`config.mk`:
```
export PLATFORM = sky130hd
export DESIGN_NAME = zapper_hit_detector_flat
export DESIGN_NICKNAME = d
export VERILOG_FILES = /design/src/rtl/zapper_pkg.sv /design/src/rtl/zapper_hit_detector_if.sv /design/src/rtl/zapper_debounce.sv /design/src/rtl/zapper_hit_detector.sv /design/src/flat_wrapper.sv
export SDC_FILE = /design/constraint.sdc
export NUM_CORES = 1
export LEC_CHECK = 0
export BUFFER_PORTS_ARGS = -buffer_cell sky130_fd_sc_hd__buf_2
export CELL_PAD_IN_SITES_DETAIL_PLACEMENT = 1
export CELL_PAD_IN_SITES_GLOBAL_PLACEMENT = 1
export CORE_ASPECT_RATIO = 0.5
export CORE_MARGIN = 2
export CORE_UTILIZATION = 39
export DETAILED_ROUTE_END_ITERATION = 6
export GPL_ROUTABILITY_DRIVEN = 0
export PLACE_DENSITY_LB_ADDON = 0.1
export RECOVER_POWER = 100
export SYNTH_ARGS = -nofsm -noshare
export SYNTH_HDL_FRONTEND = slang
export SYNTH_SLANG_ARGS = --single-unit
```
`constraint.sdc`:
```
create_clock -name clk -period 1.8 [get_ports clk]
set_input_delay 0.27 -clock clk [delete_from_list [all_inputs] [get_ports clk]]
set_output_delay 0.27 -clock clk [all_outputs]
set_load 0.03 [all_outputs]
```
`src/rtl/zapper_pkg.sv`:
```
// zapper_pkg
//   Shared types for the light-gun receive path.
//   phase_t     : flash frame type requested from the pattern generator.
//   zap_state_t : hit-detector sequencing state, also exported for debug.
//   SHOTS_MAX   : saturation value of the verdict counter.
//   phase_of()  : flash frame type driven while in a given state.
package zapper_pkg;

   typedef enum logic [1:0] {
      PH_NONE  = 2'd0,
      PH_BLACK = 2'd1,
      PH_WHITE = 2'd2
   } phase_t;

   typedef enum logic [2:0] {
      ST_HELD   = 3'd0,
      ST_IDLE   = 3'd1,
      ST_ARM    = 3'd2,
      ST_BLACK  = 3'd3,
      ST_WHITE  = 3'd4,
      ST_RESULT = 3'd5
   } zap_state_t;

   localparam logic [7:0] SHOTS_MAX = 8'd255;

   function automatic phase_t phase_of(input zap_state_t st);
      phase_t ph;
      ph = PH_NONE;
      if (st == ST_BLACK) ph = PH_BLACK;
      if (st == ST_WHITE) ph = PH_WHITE;
      return ph;
   endfunction

endpackage

```
`src/rtl/zapper_hit_detector_if.sv`:
```
// zapper_hit_detector_if
//   Signal bundle between the light-gun detector, the VGA timing block, the
//   gun itself and the pattern generator.
//   frame_start : in  to detector, one-cycle pulse at row 0 / col 0.
//   trigger     : in  to detector, raw asynchronous gun trigger.
//   detect      : in  to detector, raw asynchronous photodiode (1 = light).
//   flash_phase : out of detector, frame type for the pattern generator.
//   busy        : out of detector, high while a flash sequence runs.
//   hit / miss  : out of detector, one-cycle verdict pulses.
//   shots       : out of detector, saturating verdict count.
//   state_dbg   : out of detector, current sequencing state.
//
//   Transfer semantics: there is no valid/ready pair on this bundle. Every
//   pulse (frame_start, hit, miss) is a one-cycle strobe that the receiver
//   must take in the cycle it is high; nothing is ever held or back-pressured.
//   Exactly one of hit/miss is high per completed sequence.
//
//   master : the environment (timing block, gun, pattern generator).
//   slave  : the hit detector.
interface zapper_hit_detector_if;
   import zapper_pkg::*;

   logic       frame_start;
   logic       trigger;
   logic       detect;
   phase_t     flash_phase;
   logic       busy;
   logic       hit;
   logic       miss;
   logic [7:0] shots;
   zap_state_t state_dbg;

   modport master (
      output frame_start, trigger, detect,
      input  flash_phase, busy, hit, miss, shots, state_dbg
   );

   modport slave (
      input  frame_start, trigger, detect,
      output flash_phase, busy, hit, miss, shots, state_dbg
   );

endinterface

```
`src/rtl/zapper_debounce.sv`:
```
// zapper_debounce
//   Two-flop synchronizer and debouncer for the raw gun trigger.
//   clk     : pixel clock.
//   rst     : synchronous, active-high reset.
//   trigger : raw asynchronous trigger input.
//   level   : debounced trigger level (resets to 1).
//   rise    : one-cycle pulse on a debounced 0->1 change.
module zapper_debounce #(
   parameter int DEBOUNCE_CYCLES = 250000
) (
   input  logic clk,
   input  logic rst,
   input  logic trigger,
   output logic level,
   output logic rise
);

   localparam int CW = $clog2(DEBOUNCE_CYCLES + 1);

   logic [1:0]    sync;
   logic [CW-1:0] cnt;
   logic          level_q;

   // The counter holds the number of consecutive cycles the synchronized
   // trigger has disagreed with the debounced level. The level flips on the
   // cycle that count reaches DEBOUNCE_CYCLES. Level and its delayed copy both
   // reset to 1 so a trigger held through reset produces no edge.
   always_ff @(posedge clk) begin
      if (rst) begin
         sync    <= 2'b00;
         cnt     <= '0;
         level   <= 1'b1;
         level_q <= 1'b1;
      end else begin
         sync    <= {sync[0], trigger};
         level_q <= level;
         if (sync[1] == level) begin
            cnt <= '0;
         end else if (cnt == CW'(DEBOUNCE_CYCLES - 1)) begin
            cnt   <= '0;
            level <= ~level;
         end else begin
            cnt <= cnt + CW'(1);
         end
      end
   end

   assign rise = level & ~level_q;

endmodule

```
`src/rtl/zapper_hit_detector.sv`:
```
// zapper_hit_detector
//   Light-gun receive side. A debounced trigger pull requests one black and
//   one white-target flash frame; the photodiode is measured in each frame
//   and a single hit or miss pulse is issued after the white frame.
//   clk : pixel clock, the only clock.
//   rst : synchronous, active-high reset.
//   zif : zapper_hit_detector_if.slave (frame_start, trigger, detect in;
//         flash_phase, busy, hit, miss, shots, state_dbg out).
//   Parameters:
//     DEBOUNCE_CYCLES : stable cycles before the debounced trigger changes.
//     MIN_DETECT      : detect-high cycles per frame that count as light.
//   Build option ZAPPER_DARK_CHECK_EN: when defined, light seen during the
//   black frame marks the shot as a miss. When undefined, detect is ignored
//   during the black frame and the verdict depends on the white frame only.
module zapper_hit_detector
   import zapper_pkg::*;
#(
   parameter int DEBOUNCE_CYCLES = 250000,
   parameter int MIN_DETECT      = 64
) (
   input logic                  clk,
   input logic                  rst,
   zapper_hit_detector_if.slave zif
);

   localparam int LW = $clog2(MIN_DETECT + 1);

   zap_state_t    state;
   zap_state_t    state_next;
   logic          trig_level;
   logic          trig_rise;
   logic [1:0]    det_sync;
   logic          det_s;
   logic          det_count;
   logic [LW-1:0] light_cnt;
   logic          light_sat;
   logic          enter_black;
   logic          enter_white;
   logic          lit;
   logic          dark_fail;
   logic          good_shot;
   logic [7:0]    shots;

   zapper_debounce #(
      .DEBOUNCE_CYCLES(DEBOUNCE_CYCLES)
   ) u_debounce (
      .clk     (clk),
      .rst     (rst),
      .trigger (zif.trigger),
      .level   (trig_level),
      .rise    (trig_rise)
   );

   always_ff @(posedge clk) begin
      if (rst) det_sync <= 2'b00;
      else     det_sync <= {det_sync[0], zif.detect};
   end
   assign det_s = det_sync[1];

   // ---------------- sequencing FSM ----------------
   always_ff @(posedge clk) begin
      if (rst) state <= ST_HELD;
      else     state <= state_next;
   end

   // HELD waits for a release, so a press that is still down after a
   // sequence (or through reset) can never start another one.
   always_comb begin
      state_next = state;
      case (state)
         ST_HELD:   if (!trig_level)     state_next = ST_IDLE;
         ST_IDLE:   if (trig_rise)       state_next = ST_ARM;
         ST_ARM:    if (zif.frame_start) state_next = ST_BLACK;
         ST_BLACK:  if (zif.frame_start) state_next = ST_WHITE;
         ST_WHITE:  if (zif.frame_start) state_next = ST_RESULT;
         ST_RESULT:                      state_next = ST_HELD;
         default:                        state_next = ST_HELD;
      endcase
   end

   assign enter_black = (state != ST_BLACK) && (state_next == ST_BLACK);
   assign enter_white = (state != ST_WHITE) && (state_next == ST_WHITE);

   // ---------------- light measurement ----------------
`ifdef ZAPPER_DARK_CHECK_EN
   assign det_count = det_s;
`else
   assign det_count = det_s && (state != ST_BLACK);
`endif

   assign light_sat = (light_cnt == LW'(MIN_DETECT));

   always_ff @(posedge clk) begin
      if (rst) begin
         light_cnt <= '0;
      end else if (enter_black || enter_white) begin
         light_cnt <= '0;
      end else if (det_count && !light_sat) begin
         light_cnt <= light_cnt + LW'(1);
      end
   end

   always_ff @(posedge clk) begin
      if (rst)                                lit <= 1'b0;
      else if (enter_white)                   lit <= 1'b0;
      else if (state == ST_WHITE && light_sat) lit <= 1'b1;
   end

`ifdef ZAPPER_DARK_CHECK_EN
   always_ff @(posedge clk) begin
      if (rst)                                dark_fail <= 1'b0;
      else if (enter_black)                   dark_fail <= 1'b0;
      else if (state == ST_BLACK && light_sat) dark_fail <= 1'b1;
   end
`else
   assign dark_fail = 1'b0;
`endif

   // ---------------- verdict ----------------
   assign good_shot = lit && !dark_fail;

   // The count moves on the edge into RESULT so it already includes the
   // verdict being pulsed.
   always_ff @(posedge clk) begin
      if (rst) begin
         shots <= 8'd0;
      end else if (state == ST_WHITE && state_next == ST_RESULT && shots != SHOTS_MAX) begin
         shots <= shots + 8'd1;
      end
   end

   assign zif.flash_phase = phase_of(state);
   assign zif.busy        = (state == ST_ARM) || (state == ST_BLACK) || (state == ST_WHITE);
   assign zif.hit         = (state == ST_RESULT) && good_shot;
   assign zif.miss        = (state == ST_RESULT) && !good_shot;
   assign zif.shots       = shots;
   assign zif.state_dbg   = state;

endmodule

```
`src/flat_wrapper.sv`:
```
// flat-port wrapper written by rule: the top's interface ports become plain ports
module zapper_hit_detector_flat import zapper_pkg::*;
#(
   parameter int DEBOUNCE_CYCLES = 250000,
   parameter int MIN_DETECT      = 64
)
  (clk, rst, zif_frame_start, zif_trigger, zif_detect, zif_flash_phase, zif_busy, zif_hit, zif_miss, zif_shots, zif_state_dbg);
  zapper_hit_detector_if zif_i ();
  input logic clk;
  input logic rst;
  input wire logic [$bits(zif_i.frame_start)-1:0] zif_frame_start;
  input wire logic [$bits(zif_i.trigger)-1:0] zif_trigger;
  input wire logic [$bits(zif_i.detect)-1:0] zif_detect;
  output wire logic [$bits(zif_i.flash_phase)-1:0] zif_flash_phase;
  output wire logic [$bits(zif_i.busy)-1:0] zif_busy;
  output wire logic [$bits(zif_i.hit)-1:0] zif_hit;
  output wire logic [$bits(zif_i.miss)-1:0] zif_miss;
  output wire logic [$bits(zif_i.shots)-1:0] zif_shots;
  output wire logic [$bits(zif_i.state_dbg)-1:0] zif_state_dbg;
  assign zif_i.frame_start = zif_frame_start;
  assign zif_i.trigger = zif_trigger;
  assign zif_i.detect = zif_detect;
  assign zif_flash_phase = zif_i.flash_phase;
  assign zif_busy = zif_i.busy;
  assign zif_hit = zif_i.hit;
  assign zif_miss = zif_i.miss;
  assign zif_shots = zif_i.shots;
  assign zif_state_dbg = zif_i.state_dbg;
  zapper_hit_detector #(.DEBOUNCE_CYCLES(DEBOUNCE_CYCLES), .MIN_DETECT(MIN_DETECT)) u_core (.clk(clk), .rst(rst), .zif(zif_i));
endmodule
```
## Yosys cells after proc, flatten, opt, wreduce, memory -nomap -nowiden

Cells that the tools add are included.

| word-level totals | value |
|---|---|
| word-level logic and storage cells | 57 |
| memory bits (read-only) | 0 |
| memory bits (writable) | 0 |
| output and inout port bits | 16 |
| memories kept | 0 |
| input port bits | 5 |
| register bits | 43 |
| bits in latches | 0 |

| cells by class | value |
|---|---|
| reductions and logical operators | 19 |
| order comparisons | 0 |
| add/sub/neg operators | 3 |
| multipliers | 0 |
| eq/ne operators | 14 |
| bitwise logic cells | 4 |
| muxes and demuxes | 8 |
| divide/modulo/power cells | 0 |
| shift-type cells | 0 |

Operators by type and width:

| kind | count |
|---|---|
| adder 18 x 1 -> 18 bit (second input constant) | 1 |
| equality test 18 bit (second input constant) | 1 |
| two-way mux 3 bit | 5 |
| one-hot mux 3 bit (5 select lines) | 1 |
| equality test 3 bit (second input constant) | 4 |
| equality test 3 x 2 -> 1 bit (second input constant) | 3 |
| logical AND 1 bit | 9 |
| adder 8 x 1 -> 8 bit (second input constant) | 1 |
| inequality test 8 bit (second input constant) | 1 |
| adder 7 x 1 -> 7 bit (second input constant) | 1 |
| equality test 7 bit (second input constant) | 1 |
| OR reduction 2 bit | 2 |
| equality test 3 x 1 -> 1 bit (second input constant) | 1 |
| zero test 3 bit | 1 |
| logical OR 1 bit | 3 |
| inequality test 3 x 2 -> 1 bit (second input constant) | 1 |
| inequality test 3 bit (second input constant) | 1 |
| inverter 1 bit | 3 |
| OR reduction 3 bit | 1 |
| zero test 1 bit | 2 |
| two-way mux 2 bit | 1 |
| AND reduction 2 bit | 1 |
| AND 1 bit | 1 |
| equality test 1 bit | 1 |
| two-way mux 1 bit | 1 |

## Depth between registers and ports, before layout

Gate-level depths: netlist of the first run.

| depth | value |
|---|---|
| depth in word-level cells | 8 |
| gate-level depth with buffers | 6 |
| gate-level depth less buffers | 6 |

## By module

A second synthesis of the first run with hierarchy kept.

| second synthesis, totals | value |
|---|---|
| cells, all modules | 223 |
| area, all modules | 2,062.0 sq um |

By module, submodules not included:

| module | area each (sq um) | cells each | times used | sequential area each (sq um) |
|---|---|---|---|---|
| zapper_hit_detector | 1,057.3 | 116 | 1 | 420.4 |
| zapper_debounce | 1,004.7 | 107 | 1 | 440.4 |

## Least setup slack after synthesis of the first run

Ideal clock, no wire load.

| timing | value |
|---|---|
| path type | register -> register |
| start point | register u_core.u_debounce.cnt[8] |
| end point | register u_core.u_debounce.level |
| setup slack | -0.172 ns |
| required time | 1.685 ns |
| arrival | 1.858 ns |
| setup time | 0.115 ns |
| buffers on the path | 0 |
| stages on the path, launching flop included | 5 |
| path through | dfxtp_1 or4_1 or4_4 or4_1 o21a_1 |

| on the way | value |
|---|---|
| word-level cells in the longest chain between the ends | 2 |

RTL lines:

| what | RTL line | source |
|---|---|---|
| start: declaration | zapper_debounce.sv:21 | `logic [CW-1:0] cnt;` |
| start signal: assignment | zapper_debounce.sv:43 | `cnt <= cnt + CW'(1);` |
| equality test 18 bit | zapper_debounce.sv:39 | `end else if (cnt == CW'(DEBOUNCE_CYCLES - 1)) begin` |
| AND reduction 2 bit (no line) | - |  |
| end signal: assignment | zapper_debounce.sv:41 | `level <= ~level;` |
| end: declaration | zapper_debounce.sv:14 | `output logic level,` |

Every way passes these cells.
A chain may end at the register's enable or synchronous reset.

## Worst setup path after layout of the first run

| timing | value |
|---|---|
| start point | register u_core.u_debounce.cnt[6] |
| end point | register u_core.u_debounce.level |

The elaborated chain is that of the path after synthesis.

==> reports/qor.csv, run 1 <==
metric;value;unit
drt drc;0;
ANT nets after route;0;
Fill cells;589;
Static Leak;0.849;nW
Starting DRT DRC Count;12;
largest net degree at the start of global routing;18;
vias in the first global route;1566;
Die Y-Extent;53.9;µm
Post-synth EDFFs;0;
Syn Inst Count;218;
cts bufs inserted;5;
Yosys top cell by area;dfxtp_1;
initial antenna violation count;0;
area grow syn2layout;18.4;%
Core Box Area;0.00486;mm²
crit path DAT;2.20;ns
violated checks;negative setup slack;
width of the die;104;µm
Worst Skew;0.00401;ns
first-pass GRT wire length;7.30;mm
Synth Area in Compound Gates;9.07;%
maximum VDD drop;0.308;mV
multiplexer share of the synthesized area;1.03;%
largest family of logic cells by synthesized area;simple AND/OR/NAND/NOR gates;
vias;1634;
Pwr Density;693;mW/mm²
Post-Synth Adder-Cell Area;2.57;%
final WL;4.42;mm
H-Tree Depth;2;
CTS tree;yes;
DRT Pass-1 Iters;4;
share of layout cells above drive strength 1;15.6;%
unrepaired setup endpoints after global routing;true;
# rows;18;
Worst slew margin;63.0;%
Tcrit/Tclk final;112;%
top-count cell post-synth;dfxtp_1;
CP max FO;3;
Fin. Hold Viols;0;
top cells by count, synth;43 x dfxtp_1, 37 x nor2_1, 16 x xnor2_1;
nets;266;
hpwl dp;3.24;mm
worst slack at placement;-0.210;ns
Ports;21;
Seq/Total Area, Yosys;44.3;%
CP Class;reg2reg;
crit end category;flip-flop;
GRT Overall Usage;16.8;%
area of the multi-input gates;0.00102;mm²
#FFs+latches synth;43;
Post-Syn Nets;227;
clk sinks;43;
final setup vio count;18;
clk buf depth;2;
Hold Crit Class;in2reg;
Synth Cell Area;0.00194;mm²
vias per inst;5.01;
post-route minimum period;2.01;ns
min setup slack post-route;-0.213;ns
CTS clock-pin slew for the worst setup and hold paths;0.07;ns
initial core utilization;40.0;%
Slew Limit Fails;0;
startpoint types;flip-flop;
Max-Cap Viols;0;
Avg Inst Size Synth;8.92;µm²
Synth area leaders;dfxtp_1 44%, xnor2_1 7.2%, nor2_1 7.1%;
GR Overflow Total;0;
asr flop ratio synth;0;%
CP Data Required Time;1.99;ns
status;finished with violations;
Fmax achieved;497;MHz
Worst-Skew Late Latency;0.29;ns
Synth Warn #;0;
Most used DFF post-synth;dfxtp_1;
number of distinct library cells after synthesis;42;
die area;0.00560;mm²
Root Driver;clkbuf_8;
post-synthesis simple-gate area fraction;28.5;%
post-synthesis xor/xnor area fraction;11.3;%
setup TNS;-1.58;ns
top cell type's share of synthesized area;44.3;%
Avg WL per Cell;13.6;µm
Worst Tran Pin Value;0.555;ns
register area;868;µm²
n_diodes;0;
number of I/O port buffers;20;
-- registers in the layout, summed over array words and instances, names as in the netlist --
| register | flops |
|---|---|
| u_core.u_debounce.sync | 2 |
| u_core.det_sync | 2 |
| u_core.zif.shots | 8 |
| u_core.u_debounce.cnt | 18 |
| u_core.good_shot | 1 |
| u_core.u_debounce.level_q | 1 |
| u_core.u_debounce.level | 1 |
| u_core.light_cnt | 7 |
| u_core.zif.state_dbg | 3 |
-- final timing paths --
| path | cells past startpoint | slack, ns | end | startpoint |
|---|---|---|---|---|
| worst max-delay path | 4 | -0.21 | u_core.u_debounce.level | u_core.u_debounce.cnt[6] |
| worst min-delay path | 2 | 0.19 | u_core.det_sync[0] | zif_detect |
| worst max register to register | 4 | -0.21 | u_core.u_debounce.level | u_core.u_debounce.cnt[6] |
| worst min register to register | 1 | 0.44 | u_core.u_debounce.sync[1] | u_core.u_debounce.sync[0] |
-- what timing repair did --
item                       4_1_cts  5_1_grt
resized for setup                4        1
buffers inserted                 1        0
setup endpoints to repair       19       20
hold buffers                     0        0
gates cloned                     0        0
pin swaps                        1        0
-- metrics by stage --
stage / power (W) / utilization (%) / hold slack (ns) / instances / area [µm²]
after floorplan: 0.00103 / - / 0.384 / 218 / 1950
after global placement: 0.00105 / 46.0 / 0.420 / 319 / 2240
after detailed placement: 0.00105 / 46.0 / 0.434 / 319 / 2240
after CTS: 0.00163 / 47.8 / 0.177 / 326 / 2330
after global routing: 0.00167 / 47.3 / 0.211 / 326 / 2300
final: 0.00160 / 47.3 / 0.188 / 326 / 2300
-- worst max-delay path: stages (launching register included) --
cell     delay [ns]
dfxtp_4        0.35
or4_4          0.50
or4_4          0.54
or4_1          0.41
o21a_1         0.12
-- area by class of cell --
class | instances | share of cell area [%]
multi-input combinational | 161 | 44.5
sequential | 43 | 37.7
timing repair buffer | 37 | 9.40
tap | 70 | 3.80
clock buffer | 6 | 3.15
inverter | 9 | 1.47
-- per-layer routing --
metal	part of all wire (%)	track usage [%]
met1	48	20.1
met2	50	31.0
met3	2.6	4.36
met4	0.23	4.73
met5	0	0
-- cell usage in the layout (no fill, tap or decap), types with 6 or more instances in the layout --
cell / netlist / final
xnor2_1: 16 / 16
xor2_1: 9 / 9
nor2b_1: 9 / 9
a21oi_1: 6 / 6
inv_1: 9 / 9
clkbuf_1: 3 / 16
buf_4: 1 / 14
nand4_1: 7 / 7
dfxtp_1: 43 / 39
nor2_1: 37 / 37
nand3_1: 10 / 10
nand2_1: 6 / 6
-- cell families (layout without fill, tap and decap cells) --
logic type	after synthesis	count (layout)
and+or+nand+nor	104	104
DFF	43	43
AOI/OAI and AO/OA	26	26
xor gates and xnor gates	25	25
buffers and inverters	14	52
adders and majority gates	4	4
muxes	2	2
-- where the power goes --
part	total, W	switching (W)	leakage, nW	internal [W]
Clock	0.000567	0.000308	0.0371	0.000259
Sequential	0.000969	0.00000877	0.350	0.000960
Combinational	0.0000591	0.0000346	0.461	0.0000245
Power figures use the tool's default switching activity.
==> inputs of run 2 (changes only) <==
--- a/config.mk
+++ b/config.mk
@@ -5,12 +5,13 @@
 export SDC_FILE = /design/constraint.sdc
 export NUM_CORES = 1
 export LEC_CHECK = 0
+export ABC_AREA = 1
 export BUFFER_PORTS_ARGS = -buffer_cell sky130_fd_sc_hd__buf_2
 export CELL_PAD_IN_SITES_DETAIL_PLACEMENT = 1
 export CELL_PAD_IN_SITES_GLOBAL_PLACEMENT = 1
 export CORE_ASPECT_RATIO = 0.5
-export CORE_MARGIN = 2
-export CORE_UTILIZATION = 39
+export CORE_MARGIN = 4
+export CORE_UTILIZATION = 38
 export DETAILED_ROUTE_END_ITERATION = 6
 export GPL_ROUTABILITY_DRIVEN = 0
 export PLACE_DENSITY_LB_ADDON = 0.1
==> reports/qor.csv, run 2 <==
metric;value;unit
post-CTS setup buffers;0;
status;finished, final reports clean;
Post-Syn Nets;337;
Worst Tran Pin Value;0.517;ns
Reg2Reg Depth;7;
share of layout cells above drive strength 1;11.0;%
number of distinct library cells after synthesis;31;
Hold Crit Class;in2reg;
Syn Inst Count;328;
clk sinks;43;
vias;2091;
final WL;5.41;mm
Yosys top cell by area;dfxtp_1;
number of I/O port buffers;20;
min setup slack post-route;0.160;ns
Avg Inst Size Synth;6.97;µm²
Worst slew margin;65.6;%
Fill cells;770;
Sw Ratio;20.2;%
Pint;0.00167;W
Fmax achieved;610;MHz
# hold bufs at CTS;0;
initial antenna violation count;0;
largest net degree at the start of global routing;19;
FF-to-FF End;u_core.zif.shots[7];
# rows;19;
vias in the first global route;2153;
Tcrit/Tclk final;91.1;%
drt drc;0;
Sequential Power Share;46.3;%
Root Driver;clkbuf_16;
Slew Limit Fails;0;
area grow syn2layout;12.4;%
DRT Pass-1 Iters;4;
Most used DFF post-synth;dfxtp_1;
Worst-Skew Late Latency;0.28;ns
Ports;21;
worst flop-to-flop path startpoint;u_core.zif.state_dbg[0];
hpwl dp;4.12;mm
initial core utilization;40.4;%
Synth Cell Area;0.00229;mm²
Post-CTS Resized;0;
Core Box Area;0.00566;mm²
ANT nets after route;0;
Largest register FFs;18;
worst slack at placement;0.297;ns
GR Overflow Total;0;
maximum VDD drop;0.368;mV
cts bufs inserted;5;
top-count cell post-synth;nand2_1;
Min-Delay Path Depth;3;
switching pwr;0.000424;W
GRT Overall Usage;15.8;%
top cell type's share of synthesized area;37.6;%
width of the die;118;µm
Max-Cap Viols;0;
Avg WL per Cell;12.6;µm
post-route minimum period;1.64;ns
nets;363;
most frequent cells in the layout;87 x nand2_1, 44 x inv_1, 44 x nor2_1;
vias per inst;4.89;
CP Class;reg2out;
Worst Skew;0.00549;ns
#FFs+latches synth;43;
Synth Warn #;0;
Synth area leaders;dfxtp_1 38%, nand2_1 14%, inv_1 7.1%;
Comb pwr share;3.0;%
Pwr Density;815;mW/mm²
crit path DAT;1.37;ns
CTS clock-pin slew for the worst setup and hold paths;0.06;ns
clk buf depth;2;
Starting DRT DRC Count;109;
first-pass GRT wire length;9.68;mm
unrepaired setup endpoints after global routing;false;
final core utilization;45.4;%
Fin. Hold Viols;0;
clock share of power;50.8;%
H-Tree Depth;2;
asr flop ratio synth;0;%
die area;0.00740;mm²
top flop regs;u_core.u_debounce.cnt: 18 flops, u_core.zif.shots: 8 flops, u_core.light_cnt: 7 flops;
r2r setup slk;0.21;ns
register area;861;µm²
commonest non-fill, non-tap cell in the layout;nand2_1;
top cells by count, synth;85 x nand2_1, 43 x dfxtp_1, 43 x inv_1;
final setup vio count;0;
area of the multi-input gates;0.00116;mm²
Worst Hold Launch;zif_trigger;
CP max FO;10;
startpoint types;flip-flop;
Static Leak;1.02;nW
hold endpoint;u_core.u_debounce.sync[0];
crit end category;output port;
CP Data Required Time;1.53;ns
Reg with most FFs;u_core.u_debounce.cnt;
n_diodes;0;
CTS tree;yes;
Seq/Total Area, Yosys;37.6;%
Die Y-Extent;62.9;µm
setup TNS;0;ns
Post-synth EDFFs;0;
-- run 2: cell count changes after synthesis, moves of 5 or more --
cell,previous run,this run
inv_1,9,43
nand2_1,6,85
nand3_1,10,16
a21oi_1,6,21
a21oi_2,0,7
xnor2_1,16,0
nor2_4,0,5
nor2b_1,9,0
o21ai_0,5,10
nor2_2,0,5
-- run 2: critical path, cell delays in order (launching register included) --
cell	delay [ns]
dfxtp_1	0.59
nand3_2	0.19
inv_1	0.11
clkbuf_2	0.20
-- run 2: worst max path at each step --
stage	start	to	cells past startpoint
2_1_floorplan	u_core.zif.state_dbg[0]	u_core.light_cnt[0]	6
3_3_place_gp	u_core.u_debounce.cnt[1]	u_core.u_debounce.cnt[10]	8
5_1_grt	u_core.zif.state_dbg[0]	u_core.zif.shots[7]	7
6_report	u_core.zif.state_dbg[0]	zif_flash_phase[0]	3
4_1_cts	u_core.zif.state_dbg[0]	zif_flash_phase[0]	3
3_5_place_dp	u_core.u_debounce.cnt[0]	u_core.u_debounce.cnt[2]	8
-- run 2: final cells by class --
type                    count  area share [%]
multi-input cells         233            45.3
flip-flops and latches     43            33.5
inverters                  49            7.15
clock buffers               6            5.40
repair buffers             22            3.75
well taps                  73            3.55
clock inverters             2            1.36
-- run 2: logic make-up after synthesis --
kind of cell | share of synthesized area, %
AOI/OAI and AO/OA | 10.8
and+or+nand+nor | 36.7
buffers and inverters | 9.68
DFF | 37.6
xor gates and xnor gates | 3.06
adders and majority gates | 2.19
-- run 2: per-stage QoR --
stage          hold slack, ns  instance area, µm²  power, W  std cells
2_1_floorplan           0.339                2290   0.00104        328
3_3_place_gp            0.392                2460   0.00106        420
3_5_place_dp            0.405                2460   0.00106        420
4_1_cts                 0.181                2630   0.00214        428
5_1_grt                 0.185                2570   0.00219        428
6_report                0.185                2570   0.00210        428
-- run 2: layer usage --
metal	vias to the layer above	GRT usage (%)	part of all wire (%)
met5	-	0	0
met4	0	4.96	1.2
met3	7	4.52	3.3
met2	23	26.3	46
met1	980	19.8	50
li1	1081	-	-
-- run 2: power by group through the flow --
stage                     logic (W)  registers [W]  clock network, W
after CTS                 0.0000690       0.000969           0.00110
after global routing      0.0000726       0.000970           0.00115
after floorplan           0.0000493       0.000991                 0
after detailed placement  0.0000685       0.000991                 0
final                     0.0000628       0.000969           0.00106
after global placement    0.0000665       0.000990                 0
==> inputs of run 3 (changes only) <==
--- a/config.mk
+++ b/config.mk
@@ -11,9 +11,10 @@
 export CELL_PAD_IN_SITES_GLOBAL_PLACEMENT = 1
 export CORE_ASPECT_RATIO = 0.5
 export CORE_MARGIN = 4
-export CORE_UTILIZATION = 38
+export CORE_UTILIZATION = 42
 export DETAILED_ROUTE_END_ITERATION = 6
 export GPL_ROUTABILITY_DRIVEN = 0
+export GPL_TIMING_DRIVEN = 1
 export PLACE_DENSITY_LB_ADDON = 0.1
 export RECOVER_POWER = 100
 export SYNTH_ARGS = -nofsm -noshare
==> constraint.sdc (replaced) <==
create_clock -name clk -period 1.6 [get_ports clk]
set_input_delay 0.24 -clock clk [delete_from_list [all_inputs] [get_ports clk]]
set_output_delay 0.24 -clock clk [all_outputs]
set_load 0.03 [all_outputs]
==> reports/qor.csv, run 3 (same netlist as run 2, synthesis figures left out) <==
metric;value;unit
final core utilization;49.6;%
vias;2079;
final WL;5.52;mm
nets;365;
Tcrit/Tclk final;94.1;%
hpwl dp;4.27;mm
Die Y-Extent;60.2;µm
top flop regs;u_core.u_debounce.cnt: 18 flops, u_core.zif.shots: 8 flops, u_core.light_cnt: 7 flops;
commonest non-fill, non-tap cell in the layout;nand2_1;
Worst Tran Pin Value;0.545;ns
area grow syn2layout;10.3;%
largest net degree at the start of global routing;19;
maximum VDD drop;0.567;mV
Largest register FFs;18;
initial antenna violation count;0;
Worst slew margin;63.7;%
H-Tree Depth;2;
DRT Pass-1 Iters;4;
most frequent cells in the layout;86 x nand2_1, 43 x inv_1, 41 x dfxtp_1;
critical path's largest stage delay;0.46;ns
min setup slack post-route;0.0940;ns
Avg WL per Cell;12.9;µm
Max-Cap Viols;0;
Fin. Hold Viols;0;
Crit-path slowest cell;dfxtp_2;
CTS tree;yes;
width of the die;112;µm
drt drc;0;
Pwr Density;738;mW/mm²
CP Data Required Time;1.36;ns
post-route minimum period;1.51;ns
ANT nets after route;0;
Ports;21;
Fmax achieved;664;MHz
unrepaired setup endpoints after global routing;false;
Critical Path, Cell by Cell;nand3_1 > nor2_1 > clkbuf_4;
Worst-Skew Late Latency;0.31;ns
Root Driver;clkbuf_8;
worst slack at placement;0.101;ns
initial core utilization;44.9;%
crit path DAT;1.27;ns
final setup vio count;0;
Starting DRT DRC Count;67;
vias per inst;4.87;
status;finished, final reports clean;
post-CTS setup buffers;0;
Static Leak;0.995;nW
Reg with most FFs;u_core.u_debounce.cnt;
clk buf depth;2;
area of the multi-input gates;0.00119;mm²
vias in the first global route;2159;
die area;0.00676;mm²
n_diodes;0;
CTS clock-pin slew for the worst setup and hold paths;0.08;ns
setup TNS;0;ns
# rows;18;
CP max FO;10;
startpoint types;flip-flop;
Power, Total;0.00186;W
Fill cells;705;
share of layout cells above drive strength 1;13.2;%
number of I/O port buffers;20;
CP Class;reg2out;
GRT Overall Usage;18.1;%
Core Box Area;0.00509;mm²
first-pass GRT wire length;9.58;mm
register area;863;µm²
GR Overflow Total;0;
Worst Skew;0.00900;ns
crit end category;output port;
clk sinks;43;
Hold Crit Class;in2reg;
Slew Limit Fails;0;
cts bufs inserted;5;
==> run 3: cell count changes in the layout (fill, tap and decap cells not counted), sizes merged <==
cell / change
buf: +4
bufinv: -1
clkbuf: -1
==> run 3: critical path, delay by kind of cell, from the launching register on <==
kind / cells / cell delay [ns]
buf+inv: 1 / 0.20
flops: 1 / 0.46
simple gates: 2 / 0.29
==> run 3: per-layer routing <==
metal,vias up,routed length (µm),GRT usage (%),part of all wire (%)
li1,1089,-,-,-
met1,959,2710,21.3,49
met2,21,2530,31.7,46
met3,10,174,5.16,3.2
met4,0,106,7.71,1.9
met5,-,0,0,0
==> run 3: final cells by class <==
type	count	area share (%)
Clock buffer	7	3.02
Clock inverter	1	0.198
Inverter	49	7.29
Multi-Input combinational cell	233	47.2
Sequential cell	43	34.2
Tap cell	70	3.47
Timing Repair Buffer	24	4.56
==> run 3: per-stage QoR <==
stage          instance area (µm²)  cells  hold WS, ns
4_1_cts                       2550    427        0.113
5_1_grt                       2520    427        0.132
3_5_place_dp                  2470    419        0.397
2_1_floorplan                 2290    328        0.309
6_report                      2520    427        0.128
3_3_place_gp                  2470    419        0.394
==> run 3: path summary, 6_finish.rpt <==
check | from | to | slack, ns | cells past startpoint
min | zif_detect | u_core.det_sync[0] | 0.13 | 3
max | u_core.zif.state_dbg[0] | zif_hit | 0.09 | 3
min reg2reg | u_core.det_sync[0] | u_core.det_sync[1] | 0.41 | 2
max reg2reg | u_core.zif.shots[0] | u_core.zif.shots[0] | 0.15 | 8
==> run 3: what timing repair did <==
action / in CTS / in global routing
resized for setup: 1 / 3
pin swaps: 0 / 0
hold buffers: 0 / 0
endpoints found under the setup margin: 3 / 10
==> run 3: power by group <==
part           switching (W)  leakage [nW]  internal, W  total (W)
clock               0.000383        0.0422     0.000307   0.000690
sequential        0.00000704         0.349      0.00108    0.00109
combinational      0.0000561         0.604    0.0000270  0.0000831
total               0.000446         0.995      0.00142    0.00186
